<file path="config.mk">
export PLATFORM = sky130hd
export DESIGN_NAME = operand_fetch
export DESIGN_NICKNAME = d
export VERILOG_FILES = /design/src/rtl/operand_fetch_pkg.sv /design/src/rtl/operand_fetch_regfile_2r1w.sv /design/src/rtl/operand_fetch.sv
export SDC_FILE = /design/constraint.sdc
export NUM_CORES = 2
export LEC_CHECK = 0
export CAP_MARGIN = 20
export CORE_MARGIN = 3
export CORE_UTILIZATION = 45
export DETAILED_ROUTE_END_ITERATION = 16
export PLACE_DENSITY = 0.61
export SYNTH_ARGS = -nofsm -noshare
export SYNTH_HDL_FRONTEND = slang
export SYNTH_HIERARCHICAL = 1
export SYNTH_SLANG_ARGS = --single-unit
</file>
<file path="constraint.sdc">
create_clock -name clk -period 2.03 [get_ports clk]
set_input_delay 0.406 -clock clk [delete_from_list [all_inputs] [get_ports clk]]
set_output_delay 0.406 -clock clk [all_outputs]
set_load 0.01 [all_outputs]
</file>
<file path="src/rtl/operand_fetch_pkg.sv">
// Shared Beta instruction definitions: data width, opcode constants, field positions
// and the OP/OPC class helpers used by operand fetch and the ALU.
package operand_fetch_pkg;

  localparam int unsigned DWIDTH = 32;
  localparam int unsigned IWIDTH = 32;
  localparam int unsigned OPW    = 6;

  // Instruction field positions (LSB of each field).
  localparam int unsigned OpcodeLsb = 26;
  localparam int unsigned RcLsb     = 21;
  localparam int unsigned RaLsb     = 16;
  localparam int unsigned RbLsb     = 11;
  localparam int unsigned LitLsb    = 0;

  localparam logic [OPW-1:0] OpAdd    = 6'h20;
  localparam logic [OPW-1:0] OpSub    = 6'h21;
  localparam logic [OPW-1:0] OpMul    = 6'h22;
  localparam logic [OPW-1:0] OpDiv    = 6'h23;
  localparam logic [OPW-1:0] OpCmpeq  = 6'h24;
  localparam logic [OPW-1:0] OpCmplt  = 6'h25;
  localparam logic [OPW-1:0] OpCmple  = 6'h26;
  localparam logic [OPW-1:0] OpAnd    = 6'h28;
  localparam logic [OPW-1:0] OpOr     = 6'h29;
  localparam logic [OPW-1:0] OpXor    = 6'h2A;
  localparam logic [OPW-1:0] OpXnor   = 6'h2B;
  localparam logic [OPW-1:0] OpShl    = 6'h2C;
  localparam logic [OPW-1:0] OpShr    = 6'h2D;
  localparam logic [OPW-1:0] OpSra    = 6'h2E;
  localparam logic [OPW-1:0] OpAddc   = 6'h30;
  localparam logic [OPW-1:0] OpSubc   = 6'h31;
  localparam logic [OPW-1:0] OpMulc   = 6'h32;
  localparam logic [OPW-1:0] OpDivc   = 6'h33;
  localparam logic [OPW-1:0] OpCmpeqc = 6'h34;
  localparam logic [OPW-1:0] OpCmpltc = 6'h35;
  localparam logic [OPW-1:0] OpCmplec = 6'h36;

  // Register-register ALU forms: 0x20-0x2E minus the 0x27 hole.
  function automatic logic is_op(input logic [OPW-1:0] op);
    return (op[5:4] == 2'b10) && (op[3:0] != 4'h7) && (op[3:0] != 4'hF);
  endfunction

  // Register-literal ALU forms: 0x30-0x3E minus the 0x37 hole.
  function automatic logic is_opc(input logic [OPW-1:0] op);
    return (op[5:4] == 2'b11) && (op[3:0] != 4'h7) && (op[3:0] != 4'hF);
  endfunction

endpackage

</file>
<file path="src/rtl/operand_fetch_regfile_2r1w.sv">
// Register file with two combinational read ports and one write port.
// The top register reads as zero and ignores writes.
module operand_fetch_regfile_2r1w
  import operand_fetch_pkg::*;
#(
  parameter int unsigned NREGS  = 32,
  parameter int unsigned AWIDTH = 5
) (
  input  logic              clk_i,
  input  logic              rst_ni,
  input  logic [AWIDTH-1:0] rd_a_addr_i,
  output logic [DWIDTH-1:0] rd_a_data_o,
  input  logic [AWIDTH-1:0] rd_b_addr_i,
  output logic [DWIDTH-1:0] rd_b_data_o,
  input  logic              wr_en_i,
  input  logic [AWIDTH-1:0] wr_addr_i,
  input  logic [DWIDTH-1:0] wr_data_i
);

  localparam logic [AWIDTH-1:0] ZeroReg = AWIDTH'(NREGS - 1);

  logic [DWIDTH-1:0] mem_q [NREGS];

  always_ff @(posedge clk_i or negedge rst_ni) begin
    if (!rst_ni) begin
      for (int i = 0; i < int'(NREGS); i++) begin
        mem_q[i] <= '0;
      end
    end else if (wr_en_i && (wr_addr_i != ZeroReg)) begin
      mem_q[wr_addr_i] <= wr_data_i;
    end
  end

  always_comb begin
    rd_a_data_o = (rd_a_addr_i == ZeroReg) ? '0 : mem_q[rd_a_addr_i];
    rd_b_data_o = (rd_b_addr_i == ZeroReg) ? '0 : mem_q[rd_b_addr_i];
  end

endmodule

</file>
<file path="src/rtl/operand_fetch.sv">
// Beta register-read stage: decodes, reads/bypasses operands and hands a registered
// entry to execute over valid/ready, refreshing held operands from writeback.
module operand_fetch
  import operand_fetch_pkg::*;
#(
  parameter int unsigned NREGS  = 32,
  parameter int unsigned AWIDTH = 5,
  parameter int unsigned LITW   = 16
) (
  input  logic              clk,
  input  logic              rst_n,
  input  logic              in_valid,
  output logic              in_ready,
  input  logic [IWIDTH-1:0] in_instr,
  input  logic              wb_en,
  input  logic [AWIDTH-1:0] wb_addr,
  input  logic [DWIDTH-1:0] wb_data,
  output logic              ex_valid,
  input  logic              ex_ready,
  output logic [OPW-1:0]    ex_opcode,
  output logic [DWIDTH-1:0] ex_ra,
  output logic [DWIDTH-1:0] ex_rb,
  output logic [AWIDTH-1:0] ex_rc,
  output logic              ex_illegal
);

  localparam logic [AWIDTH-1:0] ZeroReg = AWIDTH'(NREGS - 1);

  logic [OPW-1:0]    dec_opcode;
  logic [AWIDTH-1:0] dec_rc, dec_ra, dec_rb;
  logic [LITW-1:0]   dec_lit;
  logic              dec_op, dec_opc, dec_legal;
  logic [DWIDTH-1:0] rf_ra, rf_rb, byp_ra, byp_rb, lit_sext;
  logic [DWIDTH-1:0] new_ra, new_rb;
  logic              accept;

  logic              valid_q, valid_d;
  logic [OPW-1:0]    opcode_q, opcode_d;
  logic [DWIDTH-1:0] ra_q, ra_d, rb_q, rb_d;
  logic [AWIDTH-1:0] rc_q, rc_d;
  logic              illegal_q, illegal_d;
  // Source tags kept with the held entry so late writebacks can refresh it.
  logic [AWIDTH-1:0] ra_addr_q, ra_addr_d, rb_addr_q, rb_addr_d;
  logic              ra_used_q, ra_used_d, rb_is_reg_q, rb_is_reg_d;

  assign dec_opcode = in_instr[OpcodeLsb +: OPW];
  assign dec_rc     = in_instr[RcLsb +: AWIDTH];
  assign dec_ra     = in_instr[RaLsb +: AWIDTH];
  assign dec_rb     = in_instr[RbLsb +: AWIDTH];
  assign dec_lit    = in_instr[LitLsb +: LITW];
  assign dec_op     = is_op(dec_opcode);
  assign dec_opc    = is_opc(dec_opcode);
  assign dec_legal  = dec_op || dec_opc;
  assign lit_sext   = {{(DWIDTH - LITW){dec_lit[LITW-1]}}, dec_lit};

  operand_fetch_regfile_2r1w #(
    .NREGS (NREGS),
    .AWIDTH(AWIDTH)
  ) u_regfile (
    .clk_i      (clk),
    .rst_ni     (rst_n),
    .rd_a_addr_i(dec_ra),
    .rd_a_data_o(rf_ra),
    .rd_b_addr_i(dec_rb),
    .rd_b_data_o(rf_rb),
    .wr_en_i    (wb_en),
    .wr_addr_i  (wb_addr),
    .wr_data_i  (wb_data)
  );

  assign in_ready = !valid_q || ex_ready;
  assign accept   = in_valid && in_ready;

  always_comb begin
    byp_ra = (wb_en && (wb_addr == dec_ra) && (dec_ra != ZeroReg)) ? wb_data : rf_ra;
    byp_rb = (wb_en && (wb_addr == dec_rb) && (dec_rb != ZeroReg)) ? wb_data : rf_rb;
    new_ra = dec_legal ? byp_ra : '0;
    new_rb = dec_op ? byp_rb : (dec_opc ? lit_sext : '0);
  end

  always_comb begin
    valid_d     = valid_q;
    opcode_d    = opcode_q;
    ra_d        = ra_q;
    rb_d        = rb_q;
    rc_d        = rc_q;
    illegal_d   = illegal_q;
    ra_addr_d   = ra_addr_q;
    rb_addr_d   = rb_addr_q;
    ra_used_d   = ra_used_q;
    rb_is_reg_d = rb_is_reg_q;
    if (accept) begin
      valid_d     = 1'b1;
      opcode_d    = dec_opcode;
      ra_d        = new_ra;
      rb_d        = new_rb;
      rc_d        = dec_rc;
      illegal_d   = !dec_legal;
      ra_addr_d   = dec_ra;
      rb_addr_d   = dec_rb;
      ra_used_d   = dec_legal;
      rb_is_reg_d = dec_op;
    end else if (valid_q && ex_ready) begin
      valid_d = 1'b0;
    end else if (valid_q) begin
      // Illegal entries never refresh, so their operands stay zero.
      if (wb_en && ra_used_q && (wb_addr == ra_addr_q) && (ra_addr_q != ZeroReg)) begin
        ra_d = wb_data;
      end
      if (wb_en && rb_is_reg_q && (wb_addr == rb_addr_q) && (rb_addr_q != ZeroReg)) begin
        rb_d = wb_data;
      end
    end
  end

  always_ff @(posedge clk or negedge rst_n) begin
    if (!rst_n) begin
      valid_q     <= 1'b0;
      opcode_q    <= '0;
      ra_q        <= '0;
      rb_q        <= '0;
      rc_q        <= '0;
      illegal_q   <= 1'b0;
      ra_addr_q   <= '0;
      rb_addr_q   <= '0;
      ra_used_q   <= 1'b0;
      rb_is_reg_q <= 1'b0;
    end else begin
      valid_q     <= valid_d;
      opcode_q    <= opcode_d;
      ra_q        <= ra_d;
      rb_q        <= rb_d;
      rc_q        <= rc_d;
      illegal_q   <= illegal_d;
      ra_addr_q   <= ra_addr_d;
      rb_addr_q   <= rb_addr_d;
      ra_used_q   <= ra_used_d;
      rb_is_reg_q <= rb_is_reg_d;
    end
  end

  assign ex_valid   = valid_q;
  assign ex_opcode  = opcode_q;
  assign ex_ra      = ra_q;
  assign ex_rb      = rb_q;
  assign ex_rc      = rc_q;
  assign ex_illegal = illegal_q;

endmodule

</file>
==> flow_metrics.py <==
metrics = {
    "logic_synthesis": {
        "synth_top_family_by_area": "multiplexers",
        "synth_mux_area_share_pct": 39.7,
        "synthArstFlopShare_pct": 100,
        "synth_seq_cells": 1113,
        "ys_seq_area_share_pct": 46.7,
        "syn-num-nets": 4294,
        "synth_compound_area_share_pct": 6.65,
        "ys_types": 56,
        "ys.flop_type": "dfrtp_1",
        "yosys_warnings": 6,
        "synthAdderAreaFrac_pct": 0,
        "synth_edf_count": 0,
        "syn_area_per_cell_um2": 14.1,
        "netlist_area_um2": 59700,
        "synthSimpleGateAreaFrac_pct": 2.45,
        "synth_xor_area_share_pct": 0.235,
        "synth_top_area_share_pct": 46.7,
        "synth_top_area_cell": "dfrtp_1",
        "synth_cells": 4220,
        "synth_area_leaders": "dfrtp_1 (47%), mux2_2 (18%), mux4_2 (13%)",
    },
    "pwr": {
        "p_per_area_nw_per_um2": 918,
        "p_leak_nw": 32.7,
        "finalPower_mw": 67.6,
        "ir_drop_mv": 0.829,
    },
    "global_route": {
        "antenna_found_initial": 9,
        "grt_pass1_wl_um": 304000,
        "grt_max_degree": 108,
        "grtUsageTotal_pct": 30.3,
        "grt_pass1_vias": 42783,
        "grt-ovfl-total": 0,
    },
    "route": {
        "wl_met1_um": 91100,
        "drtPass1Iterations": 5,
        "wl_per_cell_um": 31.5,
        "drtIter0Drc": 3943,
        "drt_wl_total_um": 207000,
        "routed.top_layer": "met5",
        "vias": 41810,
        "dr_wl_met3_um": 17800,
        "wl_met2_um": 91700,
        "ant_nets": 0,
        "avgViaCountPerCell": 6.36,
        "drc": 0,
    },
    "finish": {
        "seq_area_um2": 27900,
        "multi_input_area_um2": 29900,
        "fin_util_pct": 56.4,
        "drive_gt1_share_pct": 50.0,
        "nets": 4812,
        "area_growth_pct": 23.5,
        "final.fill_count": 10559,
    },
    "timing": {
        "setup_ws_ns": -0.0549,
        "hold_viol_final": 0,
        "clock_skew_ns": 0.0283,
        "min_period_ns": 2.08,
        "worstMarginPinSlew_ns": 1.10,
        "finalMaxSlewViolations": 0,
        "rsz0062_at_grt": "yes",
        "timing.final.crit_share_pct": 103,
        "setup_violations": 3,
        "slew_headroom_pct": 26.4,
        "fmax_ghz": 0.480,
    },
    "worst_setup_path": {
        "max_stage_delay_ns": 0.48,
        "required_ns": 2.67,
        "crit_path_end_kind": "register",
        "startpoint_type": "register",
        "arrival_ns": 2.73,
        "cp_max_fo": 3,
        "ff2ff_setup_slack_ns": -0.05,
        "slowest_stage": "mux4_2",
        "path_cells": "mux4_2, mux2i_2, a221o_1, a31oi_2, a221oi_2, buf_4, a21oi_2",
        "crit_type": "reg2reg",
        "path_delay_family": "compound AO/OA/AOI/OAI gates",
        "crit_buf_inv": 1,
    },
    "cts": {
        "cts_buffers": 132,
        "clk_latency_ns": 0.78,
        "cts.sink_count": 1113,
        "cts_tree": "built",
        "cts_root_buf": "clkbuf_16",
        "clock_path_buffers": 3,
        "clk_pin_slew_ns": 0.06,
        "h-tree-depth": 4,
    },
    "run": {
        "maxCapViolations": 0,
    },
    "die": {
        "die_w_um": 370,
        "core_area_um2": 131000,
        "num_rows": 132,
        "die-area_um2": 137000,
        "pin_count": 152,
        "die_h_um": 370,
        "initial_core_util_pct": 45.7,
    },
    "place": {
        "gp_congestion": 0.886,
        "io_buffers": 151,
        "place_ws_ns": -0.820,
        "dp_hpwl_um": 140000,
    },
    "hold_path": {
        "min_path_type": "in2async",
    },
    "run_status": {
        "violations": "setup timing",
        "status": "complete, but fails checks",
    },
}
[flip-flops by register name, indices dropped and copies added (netlist names)]
signal and cells:
ex_opcode 6, ra_used_q 1, ex_ra 32, ex_illegal 1
rb_is_reg_q 1, u_regfile/mem_q 1024, ex_rc 5, rb_addr_q 5
ex_rb 32, ex_valid 1, ra_addr_q 5
[layout by cell type (no fill, tap or decap), drive strengths merged, types with 65 or more instances in the layout]
master / Yosys / final
dlygate4sd2: 0 / 75
dfrtp: 1113 / 1113
a22oi: 65 / 65
mux2: 993 / 993
buf: 250 / 712
a221oi: 102 / 102
nand2: 129 / 129
mux4: 352 / 352
clkbuf: 220 / 205
mux2i: 459 / 459
a211oi: 96 / 96
[cell families (layout without fill, tap and decap cells)]
logic type,after synthesis,count (layout)
buffers and inverters,505,1120
AOI/OAI and AO/OA,499,499
DFF,1113,1113
muxes,1804,1804
and+or+nand+nor,283,283
xor gates and xnor gates,16,16
other,0,2
[path summary, 6_finish.rpt]
path                                        endpoint                  start  depth (start not counted)
worst max-delay path                       ex_ra[14]  u_regfile/mem_q[1006]                          7
worst min register to register    u_regfile/mem_q[1]     u_regfile/mem_q[1]                          0
max in group asynchronous                  ex_ra[14]                  rst_n                          3
min in group clk                            ex_rc[3]           in_instr[24]                          3
worst max register to register             ex_ra[14]  u_regfile/mem_q[1006]                          7
worst min-delay path            u_regfile/mem_q[600]                  rst_n                          2
[area by class of cell]
cell class / count / area share [%]
Multi-Input combinational cell: 2602 / 40.5
Sequential cell: 1113 / 37.8
Timing Repair Buffer: 854 / 12.8
Clock buffer: 203 / 5.29
Tap cell: 1742 / 2.96
Clock inverter: 28 / 0.387
Inverter: 35 / 0.182
Antenna cell: 2 / 0.00679
[synthesized netlist by cell type, types with 21 or more instances]
cell type / count
and2_1: 46
mux2_1: 21
mux2_2: 972
a31oi_1: 34
buf_1: 55
a211oi_1: 92
a221o_1: 32
dfrtp_1: 1113
o221ai_1: 36
mux4_2: 352
a221oi_2: 30
or2_2: 37
nand2_1: 129
a22oi_1: 65
buf_4: 62
o21ai_0: 22
o22ai_1: 32
buf_2: 104
o21ai_1: 22
a21oi_1: 31
clkbuf_1: 217
a221oi_1: 72
inv_1: 34
mux2i_1: 459
[routing by layer]
layer  up-vias  global-route usage, %
met1     22478                   44.1
met4         2                   9.42
met5         -                  0.499
li1      17256                      -
met3       336                   7.15
met2      1738                   45.0
[what timing repair did]
item	in CTS	in global routing
pin swaps	8	26
setup buffers	11	9
hold buffers	2	0
endpoints found under the setup margin	89	35
hold endpoints to repair	496	0
cloned	0	1
resized for setup	107	51
[power breakdown]
group,internal (mW),switching [mW]
clock network,13.6,9.64
logic,8.73,6.18
registers,26.3,3.13
total,48.7,18.9
[stage by stage]
step                TNS [ns]  std cells  cell area [um^2]  hold WS, ns
finish                -0.115       6579             73700       0.0858
global route          -0.432       6577             73700       0.0749
CTS                  -0.0537       6570             73300       0.0426
detailed placement   -516.70       6326             69100        0.293
global placement     -508.70       6326             69100        0.293
floorplan            -0.0652       4220             59900        0.110
Power figures use the tool's default switching activity.
